==> src/rtl/serial_sub_pkg.sv <==
// Shared types for the bit-serial subtractor and related arithmetic blocks.
package serial_sub_pkg;

    // Controller states: waiting for a request, or shifting bits through the cell.
    typedef enum logic {
        IDLE = 1'b0,
        RUN  = 1'b1
    } sub_state_t;

endpackage

==> src/rtl/full_subtractor.sv <==
// One-bit full subtractor: d = x - y - bin, with borrow-out bo.
// Kept separate so a parallel ripple subtractor can chain the same cell.
module full_subtractor (
    input  logic x,
    input  logic y,
    input  logic bin,
    output logic d,
    output logic bo
);

    // Difference bit is the three-way parity; a borrow is needed when y
    // exceeds x, or when they are equal and a borrow is already pending.
    always_comb begin
        d  = x ^ y ^ bin;
        bo = (~x & y) | (~(x ^ y) & bin);
    end

endmodule

==> src/rtl/serial_subtractor.sv <==
// Bit-serial W-bit subtractor: diff = a - b (mod 2^W), bout = (a < b).
// One bit per clock, LSB first, through a single full-subtractor cell.
module serial_subtractor #(
    parameter int W = 3
) (
    input  logic         clk,
    input  logic         rst,
    input  logic         start,
    input  logic [W-1:0] a,
    input  logic [W-1:0] b,
    output logic         ready,
    output logic         done,
    output logic [W-1:0] diff,
    output logic         bout
);

    import serial_sub_pkg::*;

    // Counter only needs to reach W-1; guard the degenerate log of 1.
    localparam int CW = (W > 2) ? $clog2(W) : 1;
    localparam logic [CW-1:0] LAST_BIT = CW'(W - 1);

    sub_state_t     state_reg;
    logic [W-1:0]   a_sh_reg;
    logic [W-1:0]   b_sh_reg;
    // Holds the W-1 difference bits produced so far; the final bit is
    // merged in combinationally on the last edge.
    logic [W-2:0]   res_reg;
    logic           br_reg;
    logic [CW-1:0]  cnt_reg;
    logic [W-1:0]   diff_reg;
    logic           bout_reg;
    logic           done_reg;

    logic           d_bit;
    logic           bo_bit;
    logic [W-1:0]   res_next;

    full_subtractor u_fs (
        .x   (a_sh_reg[0]),
        .y   (b_sh_reg[0]),
        .bin (br_reg),
        .d   (d_bit),
        .bo  (bo_bit)
    );

    // New difference bit enters at the MSB end so that after W bits the
    // LSB-first stream lands in natural bit order.
    always_comb begin
        res_next = {d_bit, res_reg};
    end

    // FSM, operand shifting, borrow chain and result capture.
    always_ff @(posedge clk) begin
        if (rst) begin
            state_reg <= IDLE;
            a_sh_reg  <= '0;
            b_sh_reg  <= '0;
            res_reg   <= '0;
            br_reg    <= 1'b0;
            cnt_reg   <= '0;
            diff_reg  <= '0;
            bout_reg  <= 1'b0;
            done_reg  <= 1'b0;
        end else begin
            done_reg <= 1'b0;
            case (state_reg)
                IDLE: begin
                    if (start) begin
                        a_sh_reg  <= a;
                        b_sh_reg  <= b;
                        br_reg    <= 1'b0;
                        cnt_reg   <= '0;
                        state_reg <= RUN;
                    end
                end
                RUN: begin
                    a_sh_reg <= {1'b0, a_sh_reg[W-1:1]};
                    b_sh_reg <= {1'b0, b_sh_reg[W-1:1]};
                    br_reg   <= bo_bit;
                    res_reg  <= res_next[W-1:1];
                    if (cnt_reg == LAST_BIT) begin
                        // Last bit: publish result and borrow, free the unit.
                        diff_reg  <= res_next;
                        bout_reg  <= bo_bit;
                        done_reg  <= 1'b1;
                        cnt_reg   <= '0;
                        state_reg <= IDLE;
                    end else begin
                        cnt_reg <= cnt_reg + CW'(1);
                    end
                end
                default: state_reg <= IDLE;
            endcase
        end
    end

    assign ready = (state_reg == IDLE);
    assign done  = done_reg;
    assign diff  = diff_reg;
    assign bout  = bout_reg;

    // An unknown request would make acceptance ambiguous.
    start_known_a : assert property (@(posedge clk) disable iff (rst) !$isunknown(start));

endmodule
==> config.mk <==
export PLATFORM = sky130hd
export DESIGN_NAME = serial_subtractor
export DESIGN_NICKNAME = d
export VERILOG_FILES = /design/src/rtl/serial_sub_pkg.sv /design/src/rtl/full_subtractor.sv /design/src/rtl/serial_subtractor.sv
export SDC_FILE = /design/constraint.sdc
export NUM_CORES = 1
export LEC_CHECK = 0
export BUFFER_PORTS_ARGS = -buffer_cell sky130_fd_sc_hd__buf_4
export CAP_MARGIN = 20
export CORE_MARGIN = 10
export CORE_UTILIZATION = 51
export DETAILED_ROUTE_END_ITERATION = 6
export PLACE_DENSITY = 0.75
export SYNTH_ARGS = -nofsm -noshare
export SYNTH_HDL_FRONTEND = slang
export SYNTH_SLANG_ARGS = --single-unit
export TNS_END_PERCENT = 20
==> constraint.sdc <==
create_clock -name clk -period 1.4 [get_ports clk]
set_input_delay 0.28 -clock clk [delete_from_list [all_inputs] [get_ports clk]]
set_output_delay 0.28 -clock clk [all_outputs]
set_load 0.02 [all_outputs]
### Word level (Yosys, flattened, before mapping)

Index checks and enable logic that the tools add are counted.

| cells by class | value |
|---|---|
| bitwise logic cells | 8 |
| mux-type cells | 13 |
| add/sub/neg operators | 1 |
| reduce and logical (&&, ||, !) cells | 2 |
| eq/ne operators | 2 |

Operators by type and width:

| kind | count |
|---|---|
| 3-bit case mux with 2 select lines | 2 |
| 3-bit 2-to-1 mux | 2 |
| 1-bit 2-to-1 mux | 4 |
| 2-bit 2-to-1 mux | 2 |
| 1-bit case mux with 2 select lines | 2 |
| 2-bit case mux with 2 select lines | 1 |
| 1-bit NOT | 3 |
| 2-bit by 1-bit adder with 2-bit output, second input constant | 1 |
| 1-bit bitwise AND | 2 |
| 2-bit == test, second input constant | 1 |
| 2-bit inequality test, second input constant | 1 |
| 2-bit AND reduction | 1 |
| 2-bit OR reduction | 1 |
| 1-bit XOR | 2 |
| 1-bit bitwise OR | 1 |

| storage, ports and cells | value |
|---|---|
| register bits | 17 |
| word-level logic and storage cells | 35 |
| input bits | 9 |

### Logic depth before layout (Yosys ltp)

Gate-level depths: netlist of run 1.

| depth | value |
|---|---|
| depth in word-level cells | 5 |
| mapped depth | 4 |
| mapped depth without buffers | 4 |

### By module

Synthesis of run 1 repeated with hierarchy kept, for this count alone.

| unflattened totals | value |
|---|---|
| cells, all modules | 72 |
| area total of the unflattened synthesis | 758.2 µm² |

By module, submodules not included:

| module | cells each | seq. area each (µm²) | instances | area an instance (µm²) |
|---|---|---|---|---|
| serial_subtractor | 68 | 340.3 | 1 | 726.9 |
| full_subtractor | 4 | 0.0 | 1 | 31.3 |

### Least setup slack after synthesis of run 1

No wires, ideal clock.

| timing path | value |
|---|---|
| path kind | reg2reg |
| start point | reg b_sh_reg[0] |
| end point | reg res_reg[1] |
| arrival | 1.005 ns |
| setup time | 0.117 ns |
| stages on the path, launching flop included | 5 |
| required time | 1.283 ns |
| period minus slack after synthesis | 1.122 ns |
| slack | 0.278 ns |
| cells stage by stage | dfxtp_1 -> inv_1 -> fa_1 -> mux2i_1 -> nor2_1 |

| on the way | value |
|---|---|
| word-level cells in the longest chain between the ends | 2 |

Ends and longest elaborated chain:

| element | RTL line | RTL |
|---|---|---|
| start: declaration | serial_subtractor.sv:25 | `logic [W-1:0] b_sh_reg;` |
| start signal: assignment | serial_subtractor.sv:79 | `b_sh_reg <= {1'b0, b_sh_reg[W-1:1]};` |
| 1-bit XOR (2 in series) | full_subtractor.sv:14 | `d = x ^ y ^ bin;` |
| net d_bit | serial_subtractor.sv:35 | `logic d_bit;` |
| end signal: assignment | serial_subtractor.sv:81 | `res_reg <= res_next[W-1:1];` |
| end: declaration | serial_subtractor.sv:28 | `logic [W-2:0] res_reg;` |

The timed path passes the listed nets, and every way through them passes these cells.
A chain may end at the register's enable or synchronous reset.

### Worst setup path in the final report of run 1

| timing path | value |
|---|---|
| start point | reg state_reg |
| end point | out ready |

| on the way | value |
|---|---|
| word-level cells in the longest chain between the ends | 1 |

Ends and longest elaborated chain:

| element | RTL line | RTL |
|---|---|---|
| start: declaration | serial_subtractor.sv:23 | `sub_state_t state_reg;` |
| start signal: assignment | serial_subtractor.sv:56 | `state_reg <= IDLE;` |
| start signal: assignment | serial_subtractor.sv:74 | `state_reg <= RUN;` |
| start signal: assignment | serial_subtractor.sv:88 | `state_reg <= IDLE;` |
| 1-bit NOT | -- |  |
| end: declaration | serial_subtractor.sv:11 | `output logic ready,` |

No other way between the ends.

==> results of run 1 <==
## cells in the mapped netlist, drive strengths merged
cell    number  area share, %
inv          3            1.5
nor2         4            2.0
or3b         4            4.7
nand2b       7            5.9
a211oi       4            4.0
nor2b        6            5.0
fa           1            2.7
and3b        1            1.2
nor3         3            2.0
a21oi        3            2.0
buf          5            5.4
nand3b       1            1.0
mux2i       11             15
mux2         1            2.0
dfxtp       17             46
## final timing paths
path / endpoint / startpoint / slack [ns]
max: ready / state_reg / 0.13
min reg2reg: diff[2] / diff[2] / 0.48
max reg2reg: diff[2] / b_sh_reg[0] / 0.20
min: a_sh_reg[2] / a[2] / 0.27
## through the flow
stage	util [%]	setup slack, ns	area, µm²	hold WS, ns	power (mW)
6_report	66.1	0.130	882	0.272	0.909
3_3_place_gp	63.8	0.258	851	0.461	0.647
2_1_floorplan	-	0.278	744	0.451	0.612
3_5_place_dp	63.8	0.201	851	0.467	0.650
4_1_cts	66.0	0.00791	881	0.256	0.927
5_1_grt	66.1	0.0535	882	0.276	0.955
## power breakdown
part / internal, mW / total [mW] / leakage, nW / switching (mW)
sequential: 0.507 / 0.523 / 0.139 / 0.0158
combinational: 0.0621 / 0.114 / 0.213 / 0.0523
clock: 0.109 / 0.272 / 0.0139 / 0.163
## routing by layer
layer  GRT usage [%]  vias up  wire length, µm
met5               0        -                0
met4            4.03        0               27
met3            5.88        4              110
met2            12.3       11              567
met1            9.04      223              611
li1                -      270                -
## timing repair
item / 4_1_cts / 5_1_grt
gates resized for setup: 0 / 1
endpoints found under the setup margin: 0 / 1
hold buffers: 0 / 0
## worst register-to-register path, stage by stage, from the launching register on
cell      delay (ns)
dfxtp_1         0.35
inv_1           0.06
fa_1            0.55
nand2b_1        0.06
mux2i_1         0.12
## cell families after synthesis
kind of cell             after synthesis  synth area share, %
AO/OA/AOI/OAI                          7                 6.05
AND/OR/NAND/NOR                       26                 21.8
flip-flops                            17                 45.7
multiplexers                          12                 16.8
adder cells (fa/ha/maj)                1                 2.69
buffers and inverters                  8                 6.89
## final cells by class
cell class / count / share of cell area [%]
Clock buffer: 3 / 2.55
Clock inverter: 1 / 0.851
Inverter: 3 / 1.28
Multi-Input combinational cell: 46 / 40.0
Sequential cell: 17 / 38.7
Tap cell: 15 / 2.13
Timing Repair Buffer: 17 / 14.5
==> impl_metrics.csv, run 1 <==
group,metric,value,unit
run_status,outcome,"completed",
clocking,ctsLongestPathBuffers,2,
worst_setup_path,cpLargestDelayFamily,"flip-flops",
worst_setup_path,cpPeakStageDelay,0.41,ns
timing,drv_slew,0,
placement,place.gp.congestion,0.692,
worst_setup_path,worst-path-stages,2,
grt,grt_antenna_before_repair,0,
timing,tightest_slew,0.161,ns
worst_setup_path,path_max_fanout,8,
placement,io_buffers,14,
flow_run,maxCapViolCount,0,
power,max-vdd-ir-drop,741,µV
final_layout,layout_common_cells,"17 x buf_4, 16 x dfxtp_1, 11 x mux2i_1, 7 x nand2b_1, 6 x nor2b_1",
timing,min_period_over_period,90.7,%
worst_setup_path,worstPathRequired,1.12,ns
grt,grt_pass1_wl,2240,µm
worst_hold_path,hold_path_depth,3,
timing,rsz0062_at_grt,"no",
detailed_routing,vias,508,
grt,grt-ovfl-total,0,
detailed_routing,routed_wl,1320,µm
final_layout,multi_input_area,353,µm²
placement,dp_hpwl,996,µm
clocking,clock_latency,0.30,ns
detailed_routing,drc,0,
yosys,mappedNetlistNets,81,
yosys,ys_types,17,
yosys,syn_inst,71,
floorplan,ios,15,
final_layout,nFillCells,109,
timing,setup_viol,0,
yosys,ys_warn_count,0,
floorplan,die_width,58.2,µm
floorplan,rows,13,
worst_setup_path,arrival,0.99,ns
clocking,cts_made_buffers,3,
timing,relSlewSlack,88.9,%
timing,hold_viol_final,0,
timing,skew,0.0107,ns
timing,fmaxAchievable,787,MHz
power,p_per_area,1030,nW/µm²
worst_setup_path,worstSetupStartpointType,"flip-flop",
final_layout,final_net_count,98,
floorplan,core_area,1330,µm²
worst_setup_path,crit_type,"reg -> out",
yosys,syn_avg_cell_area,10.5,µm²
worst_hold_path,min_path_type,"in -> reg",
detailed_routing,drt-initial-drc-count,3,
timing,fin_tns_setup,0,ns
worst_setup_path,slowest_stage,"dfxtp_2",
floorplan,fp.dieH,58.2,µm
worst_setup_path,cp-end-kind,"output port",
timing,fin_crit,1.27,ns
detailed_routing,ant_nets,0,
final_layout,antenna_cells,0,
yosys,yosysSeqAreaShare,45.7,%
worst_setup_path,crit_chain,"inv_1 > buf_4",
final_layout,areaGrowthSynthToFinish,18.5,%
yosys,syn_area,744,µm²
clocking,cts-root-buf,"clkbuf_4",
detailed_routing,firstDrtPassIters,2,
final_layout,final_layout_size_suffix_gt1_share,26.4,%
clocking,cts_tree,"yes",
clocking,clk_pin_slew,0.11,ns
floorplan,initial_utilization,55.8,%
power,total_leakage_power,0.366,nW
floorplan,fp.dieArea,3390,µm²
grt,grt_pass1_vias,522,
worst_setup_path,crit_buf_inv,2,
worst_setup_path,ff2ff_path_depth,4,
clocking,clock-sinks,17,
clocking,postCtsSetupRepairBufs,0,
grt,grt_max_degree,22,
yosys,ys_seq_elements,17,
final_layout,regArea,342,µm²
clocking,htree_levels,1,
detailed_routing,via_per_inst,4.98,
detailed_routing,routedWlPerCell,12.9,µm
placement,dpl.cell_count,98,
final_layout,final_common_cell,"buf_4",
grt,track_usage,8.42,%
final_layout,fin_cells,102,
(Power assumes the default switching activity.)
==> run 2: changes to the inputs <==
- CORE_MARGIN: 10 -> 8
==> impl_metrics.csv, run 2 (synthesis gave the netlist of run 1 again) <==
group,metric,value,unit
timing,rsz0062_at_grt,"no",
clocking,cts-root-buf,"clkbuf_4",
floorplan,fp.dieH,54.2,µm
floorplan,rows,13,
floorplan,die_width,54.2,µm
power,max-vdd-ir-drop,587,µV
clocking,postCtsSetupRepairBufs,0,
final_layout,final_net_count,98,
clocking,ctsResizeCount,1,
worst_setup_path,worstPathRequired,1.12,ns
timing,drv_slew,0,
clocking,htree_levels,1,
grt,grt_antenna_before_repair,0,
timing,skew,0.00602,ns
timing,setup_viol,0,
detailed_routing,firstDrtPassIters,4,
detailed_routing,routedWlPerCell,13.4,µm
detailed_routing,drc,0,
timing,hold_viol_final,0,
final_layout,final_layout_size_suffix_gt1_share,25.3,%
power,p_comb_share,12.7,%
worst_setup_path,arrival,1.05,ns
floorplan,fp.dieArea,2940,µm²
final_layout,fin_cells,102,
power,p_sw,0.218,mW
detailed_routing,vias,523,
placement,dpl.cell_count,98,
final_layout,areaGrowthSynthToFinish,18.0,%
timing,fin_crit,1.33,ns
timing,fin_ws,0.0652,ns
power,p_clk_share,28.7,%
timing,tightest_slew,0.194,ns
clocking,cts_tree,"yes",
run_status,outcome,"completed",
worst_hold_path,min_to,"a_sh_reg[2]",
grt,grt-ovfl-total,0,
clocking,clock-sinks,17,
final_layout,layout_common_cells,"17 x buf_4, 16 x dfxtp_1, 11 x mux2i_1, 7 x nand2b_1, 6 x nor2b_1",
worst_setup_path,r2r_slack,0.18,ns
floorplan,ios,15,
floorplan,core_area,1330,µm²
power,finalPower,0.898,mW
detailed_routing,drt-initial-drc-count,4,
worst_hold_path,hold_start,"a[2]",
worst_setup_path,r2r_start,"b_sh_reg[0]",
clocking,clk_pin_slew,0.10,ns
detailed_routing,ant_nets,0,
worst_setup_path,ff2ff_path_depth,4,
clocking,cts_made_buffers,3,
timing,relSlewSlack,87.0,%
grt,track_usage,10.7,%
worst_setup_path,crit_type,"reg -> out",
grt,grt_pass1_wl,2370,µm
placement,place.gp.congestion,0.714,
clocking,ctsHoldBuffers,0,
placement,io_buffers,14,
worst_setup_path,cp-end-kind,"output port",
power,seqPwrFrac,58.6,%
detailed_routing,routed_wl,1370,µm
clocking,clock_latency,0.28,ns
worst_setup_path,worstSetupStartpointType,"flip-flop",
power,p_per_area,1020,nW/µm²
power,total_leakage_power,0.367,nW
detailed_routing,via_per_inst,5.13,
worst_setup_path,timing.rr.end,"res_reg[1]",
grt,grt_max_degree,22,
timing,fmaxAchievable,749,MHz
worst_hold_path,min_path_type,"in -> reg",
grt,grt_pass1_vias,558,
timing,min_period_over_period,95.3,%
flow_run,maxCapViolCount,0,
placement,place_ws,0.204,ns
power,p_int,0.680,mW
power,switching_share,24.2,%
worst_hold_path,hold_path_depth,3,
clocking,ctsLongestPathBuffers,2,
timing,fin_tns_setup,0,ns
final_layout,finish.utilization,65.9,%
final_layout,final_common_cell,"buf_4",
worst_setup_path,path_max_fanout,11,
final_layout,antenna_cells,0,
floorplan,initial_utilization,55.8,%
-- run 2: cell types whose count changed in the layout (fill, tap and decap cells not counted) --
cell / change
clkbuf_1: +1
clkinvlp_4: -1
-- run 2: through the flow --
stage,area (µm²),hold WS (ns)
after global placement,851,0.464
final,878,0.275
after global routing,878,0.283
after floorplan,744,0.451
after detailed placement,851,0.467
after CTS,878,0.277
-- run 2: area by class of cell --
| cell class | count | area, µm² |
|---|---|---|
| Tap cell | 15 | 18.8 |
| Clock buffer | 4 | 26.3 |
| Multi-Input combinational cell | 46 | 353 |
| Inverter | 3 | 11.3 |
| Timing Repair Buffer | 17 | 128 |
| Fill cell | 119 | 455 |
| Sequential cell | 17 | 342 |
-- run 2: power groups by stage --
| stage | Clock (mW) | Combinational, mW | Sequential [mW] |
|---|---|---|---|
| floorplan | 0 | 0.0827 | 0.530 |
| global placement | 0 | 0.113 | 0.535 |
| detailed placement | 0 | 0.115 | 0.536 |
| CTS | 0.265 | 0.115 | 0.526 |
| global route | 0.290 | 0.128 | 0.530 |
| finish | 0.258 | 0.114 | 0.526 |
-- run 2: critical path: stages, from the launching register on --
cell	delay [ns]
dfxtp_2	0.45
inv_1	0.14
buf_4	0.18
-- run 2: worst max-delay path by stage --
stage                      end  depth (start not counted)  slack [ns]         from
detailed placement  res_reg[1]                          4        0.20  b_sh_reg[0]
global placement    res_reg[1]                          4        0.22  b_sh_reg[0]
global route             ready                          2        0.01    state_reg
CTS                      ready                          2        0.07    state_reg
finish                   ready                          2        0.07    state_reg
floorplan           res_reg[1]                          4        0.28  b_sh_reg[0]
-- run 2: per-layer routing --
metal | global-route usage (%) | wire (µm)
met3 | 3.03 | 67
met1 | 13.0 | 666
met2 | 16.6 | 623
met5 | 0 | 0
met4 | 6.15 | 10
==> run 3: changes to the inputs <==
- CORE_MARGIN: 8 -> 4
- PLACE_DENSITY: 0.75 -> 0.72
- TNS_END_PERCENT: 20 -> 50
==> impl_metrics.csv, run 3 (synthesis gave the netlist of run 1 again) <==
group,metric,value,unit
run_status,outcome,"completed",
placement,dpl.cell_count,97,
worst_setup_path,cp-end-kind,"output port",
detailed_routing,ant_nets,0,
worst_setup_path,crit_buf_inv,2,
power,max-vdd-ir-drop,768,µV
final_layout,final_net_count,97,
worst_setup_path,worstSetupStartpointType,"flip-flop",
floorplan,ios,15,
clocking,ctsLongestPathBuffers,2,
grt,grt_antenna_before_repair,0,
placement,io_buffers,14,
worst_hold_path,min_path_type,"in -> reg",
timing,min_period_over_period,93.6,%
timing,drv_slew,0,
grt,grt_pass1_wl,2130,µm
timing,fin_crit,1.31,ns
final_layout,layout_common_cells,"16 x dfxtp_1, 16 x buf_4, 11 x mux2i_1, 7 x nand2b_1, 6 x nor2b_1",
clocking,cts_tree,"yes",
grt,grt-ovfl-total,0,
power,total_leakage_power,0.365,nW
worst_setup_path,worstPathRequired,1.12,ns
worst_setup_path,path_max_fanout,12,
final_layout,areaGrowthSynthToFinish,17.1,%
floorplan,fp.dieH,46.2,µm
timing,fmaxAchievable,763,MHz
detailed_routing,routedWlPerCell,12.1,µm
grt,grt_pass1_vias,496,
floorplan,core_area,1330,µm²
flow_run,maxCapViolCount,0,
final_layout,fin_cells,101,
timing,setup_viol,0,
placement,place.gp.congestion,0.662,
clocking,clock-sinks,17,
grt,grt_max_degree,22,
power,p_per_area,1020,nW/µm²
final_layout,final_layout_size_suffix_gt1_share,25.6,%
timing,fin_tns_setup,0,ns
clocking,ctsHoldBuffers,0,
grt,track_usage,14.2,%
floorplan,initial_utilization,55.8,%
timing,skew,0.00154,ns
detailed_routing,routed_wl,1220,µm
placement,dp_hpwl,879,µm
timing,rsz0062_at_grt,"no",
worst_setup_path,slowest_stage,"dfxtp_2",
worst_setup_path,crit_chain,"inv_1 > buf_4",
clocking,ctsResizeCount,1,
detailed_routing,firstDrtPassIters,3,
final_layout,nFillCells,103,
worst_setup_path,cpPeakStageDelay,0.43,ns
detailed_routing,vias,505,
grt,grt_busiest_layer,"met2",
detailed_routing,drc,0,
worst_setup_path,crit_type,"reg -> out",
clocking,clk_pin_slew,0.09,ns
final_layout,antenna_cells,0,
floorplan,die_width,46.2,µm
floorplan,fp.dieArea,2130,µm²
worst_setup_path,cpLargestDelayFamily,"flip-flops",
grt,use_met3,6.25,%
grt,met1_usage,17.5,%
timing,hold_viol_final,0,
timing,timing.hold.ws,0.277,ns
clocking,cts_made_buffers,3,
clocking,cts-root-buf,"clkbuf_4",
worst_setup_path,arrival,1.03,ns
clocking,htree_levels,1,
clocking,postCtsSetupRepairBufs,0,
detailed_routing,via_per_inst,5.00,
floorplan,rows,13,
detailed_routing,drt-initial-drc-count,8,
final_layout,finish.utilization,65.4,%
grt,grtUsageMet2,21.7,%
clocking,clock_latency,0.29,ns
timing,tightest_slew,0.209,ns
timing,relSlewSlack,86.0,%
## run 3: where the power goes
part           total [mW]  internal (mW)  leakage (nW)  switching, mW
Combinational       0.110         0.0598         0.208         0.0506
Clock               0.255          0.106        0.0177          0.148
Sequential          0.525          0.507         0.139         0.0177
## run 3: routing by layer
layer  up-vias  share of wire [%]
li1        271                  -
met1       221                 46
met2        11                 46
met3         2                6.6
met4         0               0.98
met5         -                  0
## run 3: layout make-up
class	count	area [µm²]	share of cell area [%]
multi-input cells	46	353	40.5
flip-flops and latches	17	342	39.2
repair buffers	16	120	13.8
clock buffers	3	22.5	2.58
well taps	15	18.8	2.15
inverters	3	11.3	1.29
clock inverters	1	5.00	0.574
## run 3: path summary, 6_finish.rpt
| check | from | endpoint | slack (ns) | cells after the start |
|---|---|---|---|---|
| worst min-delay path | b[2] | b_sh_reg[2] | 0.28 | 3 |
| worst max-delay path | state_reg | ready | 0.09 | 2 |
| worst min register to register | diff[1] | diff[1] | 0.48 | 2 |
| worst max register to register | b_sh_reg[0] | diff[2] | 0.21 | 4 |
## run 3: tightest hold or removal path, cell delays in order
cell,delay (ns)
buf_4,0.08
mux2i_1,0.05
nor3_1,0.11
## run 3: per-stage QoR
step	worst slack, ns	instance area, µm²	power (mW)
2_1_floorplan	0.278	744	0.612
3_3_place_gp	0.240	843	0.644
3_5_place_dp	0.212	843	0.647
4_1_cts	0.0792	872	0.901
5_1_grt	0.0184	872	0.940
6_report	0.0895	872	0.890
